## src/rtl/piso_serializer_pkg.sv

```systemverilog
// ----------------------------------------------------------------------------
// serializer_pkg
// Shared types and constants for the parallel-in serial-out serializer.
//   ser_state_t        : FSM state encoding (PARITY is only entered when the
//                        PISO_SERIALIZER_PARITY_EN macro is defined)
//   SER_MAX_WIDTH      : widest word the serializer supports
//   calc_even_parity() : XOR-reduction of a word, zero-extended to
//                        SER_MAX_WIDTH bits (zero padding does not change it)
// ----------------------------------------------------------------------------
package serializer_pkg;

   localparam int SER_MAX_WIDTH = 32;

   typedef enum logic [1:0] {
      IDLE   = 2'd0,
      SHIFT  = 2'd1,
      PARITY = 2'd2
   } ser_state_t;

   // Even parity bit: set when the word holds an odd number of ones, so that
   // word plus parity bit always carries an even count.
   function automatic logic calc_even_parity(input logic [SER_MAX_WIDTH-1:0] i_word);
      return ^i_word;
   endfunction

endpackage : serializer_pkg

```

## src/rtl/piso_serializer.sv

```systemverilog
// ----------------------------------------------------------------------------
// piso_serializer
// Parallel-in serial-out serializer. Accepts one WIDTH-bit word through a
// valid/ready handshake while idle, then presents it one bit per enabled
// clock on o_data_out_serial, MSB or LSB first. A one-cycle o_done pulse marks
// the first idle cycle after the last bit was consumed; a new word can be
// accepted in that same cycle.
//
// Optional feature (macro PISO_SERIALIZER_PARITY_EN): an even-parity bit of
// the accepted word is appended after the last data bit (WIDTH+1 bits).
//
// Parameters
//   WIDTH      word width, 2..32
//   MSB_FIRST  1: bit WIDTH-1 leaves first, 0: bit 0 leaves first
// Ports
//   i_clk               system clock, posedge
//   i_rst               synchronous reset, active-high, overrides everything
//   i_en                shift advance; current bit consumed when i_en && o_bit_valid
//   i_load_valid        parallel word offered
//   o_load_ready        word can be accepted (idle only)
//   i_data_in_parallel  word sampled on i_load_valid && o_load_ready
//   o_data_out_serial   current serial bit (0 while idle)
//   o_bit_valid         o_data_out_serial carries a real bit
//   o_busy              word in flight
//   o_done              one-cycle pulse after the last bit was consumed
// All outputs are registered: they are computed from the next-state values so
// they line up with the state register without a combinational path.
// ----------------------------------------------------------------------------
module piso_serializer
   import serializer_pkg::*;
#(
   parameter int WIDTH     = 24,
   parameter bit MSB_FIRST = 1'b1
) (
   input  logic             i_clk,
   input  logic             i_rst,
   input  logic             i_en,
   input  logic             i_load_valid,
   output logic             o_load_ready,
   input  logic [WIDTH-1:0] i_data_in_parallel,
   output logic             o_data_out_serial,
   output logic             o_bit_valid,
   output logic             o_busy,
   output logic             o_done
);

   localparam int              CW       = $clog2(WIDTH + 1);
   localparam logic [CW-1:0]   LAST_IDX = CW'(WIDTH - 1);

   ser_state_t       r_state;
   ser_state_t       w_state_nxt;
   logic [WIDTH-1:0] r_shreg;
   logic [WIDTH-1:0] w_shreg_nxt;
   logic [WIDTH-1:0] w_shreg_shifted;
   logic [CW-1:0]    r_count;
   logic [CW-1:0]    w_count_nxt;
   logic             w_done_nxt;
   logic             w_bit_nxt;
`ifdef PISO_SERIALIZER_PARITY_EN
   logic             r_parity;
   logic             w_parity_nxt;
`endif

   // Shift toward the output end with zero fill.
   always_comb begin
      w_shreg_shifted = '0;
      if (MSB_FIRST) begin
         w_shreg_shifted = {r_shreg[WIDTH-2:0], 1'b0};
      end else begin
         w_shreg_shifted = {1'b0, r_shreg[WIDTH-1:1]};
      end
   end

   // Next-state, next-datapath and done-pulse logic.
   always_comb begin
      w_state_nxt  = r_state;
      w_shreg_nxt  = r_shreg;
      w_count_nxt  = r_count;
      w_done_nxt   = 1'b0;
`ifdef PISO_SERIALIZER_PARITY_EN
      w_parity_nxt = r_parity;
`endif
      case (r_state)
         IDLE: begin
            if (i_load_valid) begin
               w_state_nxt  = SHIFT;
               w_shreg_nxt  = i_data_in_parallel;
               w_count_nxt  = '0;
`ifdef PISO_SERIALIZER_PARITY_EN
               w_parity_nxt = calc_even_parity(SER_MAX_WIDTH'(i_data_in_parallel));
`endif
            end else begin
               w_state_nxt  = IDLE;
            end
         end
         SHIFT: begin
            if (i_en) begin
               w_shreg_nxt = w_shreg_shifted;
               w_count_nxt = r_count + CW'(1);
               if (r_count == LAST_IDX) begin
`ifdef PISO_SERIALIZER_PARITY_EN
                  w_state_nxt = PARITY;
`else
                  w_state_nxt = IDLE;
                  w_done_nxt  = 1'b1;
`endif
               end else begin
                  w_state_nxt = SHIFT;
               end
            end else begin
               // Stall: hold everything for as long as i_en stays low.
               w_state_nxt = SHIFT;
            end
         end
`ifdef PISO_SERIALIZER_PARITY_EN
         PARITY: begin
            if (i_en) begin
               w_state_nxt = IDLE;
               w_done_nxt  = 1'b1;
            end else begin
               w_state_nxt = PARITY;
            end
         end
`endif
         default: begin
            w_state_nxt = IDLE;
            w_shreg_nxt = '0;
            w_count_nxt = '0;
         end
      endcase
   end

   // Serial bit that will be on the pin after this edge.
   always_comb begin
      w_bit_nxt = 1'b0;
      case (w_state_nxt)
         SHIFT: begin
            if (MSB_FIRST) begin
               w_bit_nxt = w_shreg_nxt[WIDTH-1];
            end else begin
               w_bit_nxt = w_shreg_nxt[0];
            end
         end
`ifdef PISO_SERIALIZER_PARITY_EN
         PARITY: begin
            w_bit_nxt = w_parity_nxt;
         end
`endif
         default: begin
            w_bit_nxt = 1'b0;
         end
      endcase
   end

   // State, datapath and registered outputs.
   always_ff @(posedge i_clk) begin
      if (i_rst) begin
         r_state           <= IDLE;
         r_shreg           <= '0;
         r_count           <= '0;
`ifdef PISO_SERIALIZER_PARITY_EN
         r_parity          <= 1'b0;
`endif
         o_load_ready      <= 1'b1;
         o_data_out_serial <= 1'b0;
         o_bit_valid       <= 1'b0;
         o_busy            <= 1'b0;
         o_done            <= 1'b0;
      end else begin
         r_state           <= w_state_nxt;
         r_shreg           <= w_shreg_nxt;
         r_count           <= w_count_nxt;
`ifdef PISO_SERIALIZER_PARITY_EN
         r_parity          <= w_parity_nxt;
`endif
         o_load_ready      <= (w_state_nxt == IDLE);
         o_data_out_serial <= w_bit_nxt;
         o_bit_valid       <= (w_state_nxt != IDLE);
         o_busy            <= (w_state_nxt != IDLE);
         o_done            <= w_done_nxt;
      end
   end

endmodule : piso_serializer
```

## config.mk

```make
export PLATFORM = sky130hd
export DESIGN_NAME = piso_serializer
export DESIGN_NICKNAME = d
export VERILOG_FILES = /design/src/rtl/piso_serializer_pkg.sv /design/src/rtl/piso_serializer.sv
export SDC_FILE = /design/constraint.sdc
export NUM_CORES = 1
export LEC_CHECK = 0
export BUFFER_PORTS_ARGS = -buffer_cell sky130_fd_sc_hd__buf_4
export CAP_MARGIN = 20
export CORE_ASPECT_RATIO = 0.7
export CORE_MARGIN = 2
export CORE_UTILIZATION = 51
export CTS_CLUSTER_SIZE = 8
export DETAILED_ROUTE_END_ITERATION = 16
export PLACE_DENSITY_LB_ADDON = 0.3
export SLEW_MARGIN = 20
export SYNTH_ARGS = -nofsm -noshare
export SYNTH_HDL_FRONTEND = slang
export SYNTH_SLANG_ARGS = --single-unit
```

## constraint.sdc

```tcl
create_clock -name i_clk -period 1.5 [get_ports i_clk]
set_input_delay 0.075 -clock i_clk [delete_from_list [all_inputs] [get_ports i_clk]]
set_output_delay 0.075 -clock i_clk [all_outputs]
set_load 0.01 [all_outputs]
```

==> results.sh, run 1 <==
export IMPL_crit_fanout=15
export IMPL_path_cells="mux2i_2 > buf_4 > a21oi_1 > a211oi_1"
export IMPL_multi_input_area_um2=569.3
export IMPL_post_route_min_period_ns=1.365
export IMPL_fin_area_mm2=0.001674
export IMPL_core_area_mm2=0.002459
export IMPL_syn_area_per_cell_um2=9.121
export IMPL_die_area_mm2=0.003023
export IMPL_cts_clk_slew_worst_paths_ns=0.07
export IMPL_hold_slack_ns=0.05531
export IMPL_maxCapViolations=0
export IMPL_synth_seq_cells=33
export IMPL_synth_top_area_share_pct=49.95
export IMPL_drc=0
export IMPL_synth_edf_count=0
export IMPL_dp_hpwl_um=1928
export IMPL_async_flop_share_pct=0
export IMPL_post_cts_setup_buffers=0
export IMPL_viasPerCell=5.371
export IMPL_antenna_found_initial=0
export IMPL_cts_root_buffer_cell="clkbuf_8"
export IMPL_ys_seq_area_share_pct=49.95
export IMPL_synth_xor_area_share_pct=0
export IMPL_skew_ns=0.008680
export IMPL_ir_drop_uv=717.6
export IMPL_cp_start_kind="flop"
export IMPL_yosys_area_top_type="dfxtp_1"
export IMPL_drive_gt1_share_pct=27.37
export IMPL_htree_levels=2
export IMPL_syn_to_final_growth_pct=26.59
export IMPL_ctsHoldBuffers=0
export IMPL_synth_compound_area_share_pct=23.94
export IMPL_synthMuxAreaShare_pct=5.866
export IMPL_setup_tns_ns=0
export IMPL_max_freq_ghz=0.7323
export IMPL_critical_path_class="flop to flop"
export IMPL_rows=15
export IMPL_ys_warn_count=0
export IMPL_grt_usage_pct=19.87
export IMPL_wl_um=2742
export IMPL_rsz0062_at_grt="false"
export IMPL_synthSimpleGateAreaFrac_pct=12.30
export IMPL_drtAntennaViolNets=0
export IMPL_hp_class="primary input to flop"
export IMPL_cp_slowest_cell="dfxtp_1"
export IMPL_slowest_delay_ns=0.48
export IMPL_grt_start_max_net_pins=34
export IMPL_end_kind="flop"
export IMPL_dr_pass1_iters=4
export IMPL_vias=1144
export IMPL_fin_crit_sh_pct=91.03
export IMPL_cellLeakagePower_nw=0.6758
export IMPL_maxSlewHeadroom_pct=76.44
export IMPL_cts_buffers=5
export IMPL_grt_pass1_vias=997
export IMPL_clockBufferDepth=2
export IMPL_wl_per_cell_um=12.87
export IMPL_dpl_cell_area_mm2=0.001573
export IMPL_die_h_um=46.61
export IMPL_hold_violations=0
export IMPL_yosysUniqueCellTypes=23
export IMPL_status="complete, no violations"
export IMPL_regArea_um2=660.6
export IMPL_cp_arrival_ns=1.55
export IMPL_ioPinCount=33
export IMPL_clock_sinks=33
export IMPL_drtIter0Drc=67
export IMPL_pwr_density_cell_mw_per_mm2=1123
export IMPL_post_place_ws_ns=0.1404
export IMPL_syn_cell_area_mm2=0.001323
export IMPL_synth_adder_area_share_pct=0.9461
export IMPL_post_route_util_pct=68.09
export IMPL_dieWidth_um=64.87
export IMPL_netlist_instances=145
export IMPL_initial_core_util_pct=53.79
export IMPL_slew_violations=0
export IMPL_clk_latency_ns=0.27
export IMPL_synthTopCellsByArea="dfxtp_1, a22oi_1, a21oi_1"
export IMPL_gr_total_overflow=0
export IMPL_port_buffers=32
export IMPL_cts_resized=0
export IMPL_synth_net_count=174
export IMPL_worst_pin_slew_ns=0.3527
export IMPL_diodes=0
export IMPL_tritoncts="built"
export IMPL_synth_top_family_by_area="compound AO/OA/AOI/OAI gates"
export IMPL_grt_pass1_wl_um=4457
export IMPL_critPathRequiredTime_ns=1.69
export IMPL_fin_nets=207
export IMPL_setup_viol=0
export IMPL_setup_ws_ns=0.1345
export IMPL_n_fill_cell=187
export IMPL_gp_congestion=0.8129
export IMPL_synth_flop_cell="dfxtp_1"
[state kept, by name (all words and copies together) (netlist names)]
| signal | count |
|---|---|
| r_shreg | 24 |
| o_done | 1 |
| o_data_out_serial | 1 |
| r_count | 5 |
| o_load_ready | 1 |
| o_busy | 1 |
[cells in the final DEF, fill, tap and decap left out]
master    instances
buf_4            38
nor2_1            7
nand2b_1          1
a211oi_1          1
and2_1            1
inv_1             4
mux2i_2           1
nand2_1          22
nor3b_1           1
ha_1              1
a21oi_1          24
clkinv_2          1
o221ai_1          1
nor3_1            3
clkbuf_8          7
nand4_1           2
mux2_1            1
nor2b_1           1
dfxtp_1          33
a22oi_1          24
mux2i_1           3
mux2_2            2
[report_power, final]
group / switching [W] / internal (W) / leakage [nW]
Sequential: 0.0000268 / 0.000922 / 0.270
Combinational: 0.000109 / 0.000113 / 0.351
Clock: 0.000295 / 0.000414 / 0.0542
Total: 0.000430 / 0.00145 / 0.676
[per-stage QoR]
stage / std cells / total power, W
CTS: 213 / 0.001892
global placement: 205 / 0.001179
detailed placement: 205 / 0.001189
floorplan: 145 / 0.001094
global route: 213 / 0.001971
finish: 213 / 0.001880
[layout make-up]
| type | instances | area share (%) |
|---|---|---|
| clock buffer | 7 | 5.755 |
| clock inverter | 1 | 0.2990 |
| inverter | 4 | 0.8969 |
| multi-input combinational | 96 | 34.01 |
| sequential | 33 | 39.46 |
| tap | 34 | 2.541 |
| timing repair buffer | 38 | 17.04 |
[critical path, delay by kind of cell (launching register included)]
kind / cells / cell delay, ns
muxes: 1 / 0.28
buffers and inverters: 1 / 0.24
DFF: 1 / 0.48
AOI/OAI and AO/OA: 2 / 0.28
[layer usage]
layer / up-vias / part of all wire (%) / GRT usage [%]
met1: 538 / 48 / 25.94
li1: 578 / - / -
met4: 0 / 0.44 / 6.383
met3: 2 / 5.4 / 6.601
met2: 26 / 46 / 31.55
met5: - / 0 / 0
[logic make-up (layout without fill, tap and decap cells)]
logic type,Yosys count,after routing
AND/OR/NAND/NOR,38,38
multiplexers,7,7
adder cells (fa/ha/maj),1,1
AO/OA/AOI/OAI,50,50
buffers and inverters,16,50
flip-flops,33,33
[cell usage after synthesis, drive strengths merged (2+ instances only)]
master  count
nand2      22
nor2        7
dfxtp      33
buf        10
inv         4
nor3        3
nand4       2
a21oi      24
mux2i       4
clkbuf      2
a22oi      24
mux2        3
[path summary, 6_finish.rpt]
| path | from | endpoint | slack (ns) | depth (start not counted) |
|---|---|---|---|---|
| worst max register to register | o_busy | r_count[2] | 0.13 | 4 |
| worst min-delay path | i_data_in_parallel[0] | r_shreg[0] | 0.06 | 3 |
| worst max-delay path | o_busy | r_count[2] | 0.13 | 4 |
| worst min register to register | r_shreg[20] | r_shreg[20] | 0.46 | 2 |
Note: power is estimated with default switching activity, not from simulation.
==> run 2, diff against run 1 <==
CELL_PAD_IN_SITES_DETAIL_PLACEMENT = 0   (was default)
CELL_PAD_IN_SITES_GLOBAL_PLACEMENT = 1   (was default)
CORE_UTILIZATION = 38   (was 51)
==> run 2 against run 1 <==
  * Combinational power grew 2%
  * Sequential share of layout area fell by 0.12 points
  * First-iteration DRC count rose by 6.0%
  * Design area rose by 0.30%
  * Setup slack better by 0.013 ns
  * Power is 3.7% lower
  * Worst hold slack lost 0.0048 ns
  * Largest cell class unchanged
  * Largest power group unchanged
==> results.sh, run 2 (synthesis gave the netlist of run 1 again) <==
export IMPL_dpl_cell_area_mm2=0.001597
export IMPL_diodes=0
export IMPL_critPathRequiredTime_ns=1.68
export IMPL_drive_gt1_share_pct=26.97
export IMPL_fin_crit_sh_pct=90.14
export IMPL_slowest_delay_ns=0.37
export IMPL_crit_fanout=3
export IMPL_gp_congestion=0.7446
export IMPL_dieWidth_um=74.51
export IMPL_dr_pass1_iters=4
export IMPL_setup_viol=0
export IMPL_status="complete, no violations"
export IMPL_ioPinCount=33
export IMPL_cts_clk_slew_worst_paths_ns=0.07
export IMPL_path_cells="ha_1 > nand4_1 > nor2_1 > mux2_2"
export IMPL_post_route_min_period_ns=1.352
export IMPL_final_common_cell="buf_4"
export IMPL_die_area_mm2=0.003976
export IMPL_rows=17
export IMPL_largest_reg_flops=24
export IMPL_n_fill_cell=326
export IMPL_fin_nets=206
export IMPL_end_kind="flop"
export IMPL_cts_buffers=5
export IMPL_drc=0
export IMPL_drtIter0Drc=71
export IMPL_die_h_um=53.36
export IMPL_maxCapViolations=0
export IMPL_htree_levels=2
export IMPL_drtAntennaViolNets=0
export IMPL_fin_area_mm2=0.001679
export IMPL_top_regs="r_shreg (24), r_count (5)"
export IMPL_initial_core_util_pct=40.91
export IMPL_top_register="r_shreg"
export IMPL_wl_per_cell_um=12.83
export IMPL_gr_total_overflow=0
export IMPL_cp_start_kind="flop"
export IMPL_clock_sinks=33
export IMPL_antenna_found_initial=0
export IMPL_post_cts_setup_buffers=0
export IMPL_regArea_um2=660.6
export IMPL_dp_hpwl_um=1951
export IMPL_cp_slowest_cell="dfxtp_1"
export IMPL_skew_ns=0.006245
export IMPL_core_area_mm2=0.003233
export IMPL_ctsHoldBuffers=0
export IMPL_rsz0062_at_grt="false"
export IMPL_syn_to_final_growth_pct=26.96
export IMPL_hp_class="primary input to flop"
export IMPL_worst_pin_slew_ns=0.3329
export IMPL_cp_arrival_ns=1.53
export IMPL_most_common_layout_cells="buf_4, dfxtp_1, a22oi_1, a21oi_1, nand2_1"
export IMPL_cts_resized=0
export IMPL_max_freq_ghz=0.7396
export IMPL_clockBufferDepth=2
export IMPL_grt_start_max_net_pins=34
export IMPL_grt_usage_pct=16.46
export IMPL_slew_violations=0
export IMPL_pwr_density_cell_mw_per_mm2=1078
export IMPL_grt_pass1_wl_um=4650
export IMPL_rrSetupSlack_ns=0.15
export IMPL_maxSlewHeadroom_pct=77.81
export IMPL_grt_pass1_vias=1024
export IMPL_tritoncts="built"
export IMPL_setup_tns_ns=0
export IMPL_clk_latency_ns=0.29
export IMPL_hold_violations=0
export IMPL_ir_drop_uv=607.7
export IMPL_multi_input_area_um2=571.8
export IMPL_vias=1145
export IMPL_cellLeakagePower_nw=0.6674
export IMPL_critical_path_class="flop to flop"
export IMPL_cts_root_buffer_cell="clkbuf_8"
export IMPL_viasPerCell=5.089
export IMPL_port_buffers=32
export IMPL_wl_um=2887
[run 2: cell count changes in the layout (fill, tap and decap cells not counted)]
cell,before,now
nor2b_1,1,0
clkbuf_1,0,1
buf_12,0,1
clkinv_2,1,2
buf_4,38,36
clkbuf_8,7,5
nor2b_2,0,1
[run 2: stage by stage]
step,power (W),utilization (%),std cells,hold WS [ns],setup slack (ns)
after floorplan,0.001094,-,145,0.2188,0.1780
after global placement,0.001187,49.38,217,0.3325,0.2149
after detailed placement,0.001195,49.38,217,0.3488,0.1276
after CTS,0.001835,51.93,225,0.04015,0.1429
after global routing,0.001890,51.93,225,0.06172,0.02564
final,0.001811,51.93,225,0.05049,0.1479
[run 2: layer usage]
layer  global-route usage (%)  wire length [um]
met3                    4.952               211
met5                        0                 0
met4                    12.80                94
met2                    24.04              1202
met1                    20.11              1378
[run 2: final cells by class]
class | count | area share [%]
clock inverter | 2 | 0.5961
inverter | 4 | 0.8942
timing repair buffer | 37 | 17.29
multi-input combinational | 96 | 34.05
sequential | 33 | 39.34
clock buffer | 6 | 4.322
tap | 47 | 3.502
[run 2: path summary, 6_finish.rpt]
check | end | cells past startpoint | startpoint
hold reg to reg | r_shreg[17] | 2 | r_shreg[17]
setup / recovery | r_count[4] | 4 | r_count[0]
setup reg to reg | r_count[4] | 4 | r_count[0]
hold / removal | r_shreg[0] | 3 | i_data_in_parallel[0]
[run 2: report_power, final]
| group | internal (W) | switching (W) | leakage [nW] | total, W |
|---|---|---|---|---|
| clock | 0.000321 | 0.000315 | 0.0450 | 0.000635 |
| sequential | 0.000922 | 0.0000262 | 0.270 | 0.000948 |
| combinational | 0.000116 | 0.000110 | 0.352 | 0.000227 |
| total | 0.00136 | 0.000451 | 0.667 | 0.00181 |
[run 2: worst max-delay path: cells and delay by family (launching register included)]
family        cells  cell delay [ns]
fa+ha+maj         1             0.21
simple gates      2             0.33
flops             1             0.37
mux               1             0.34
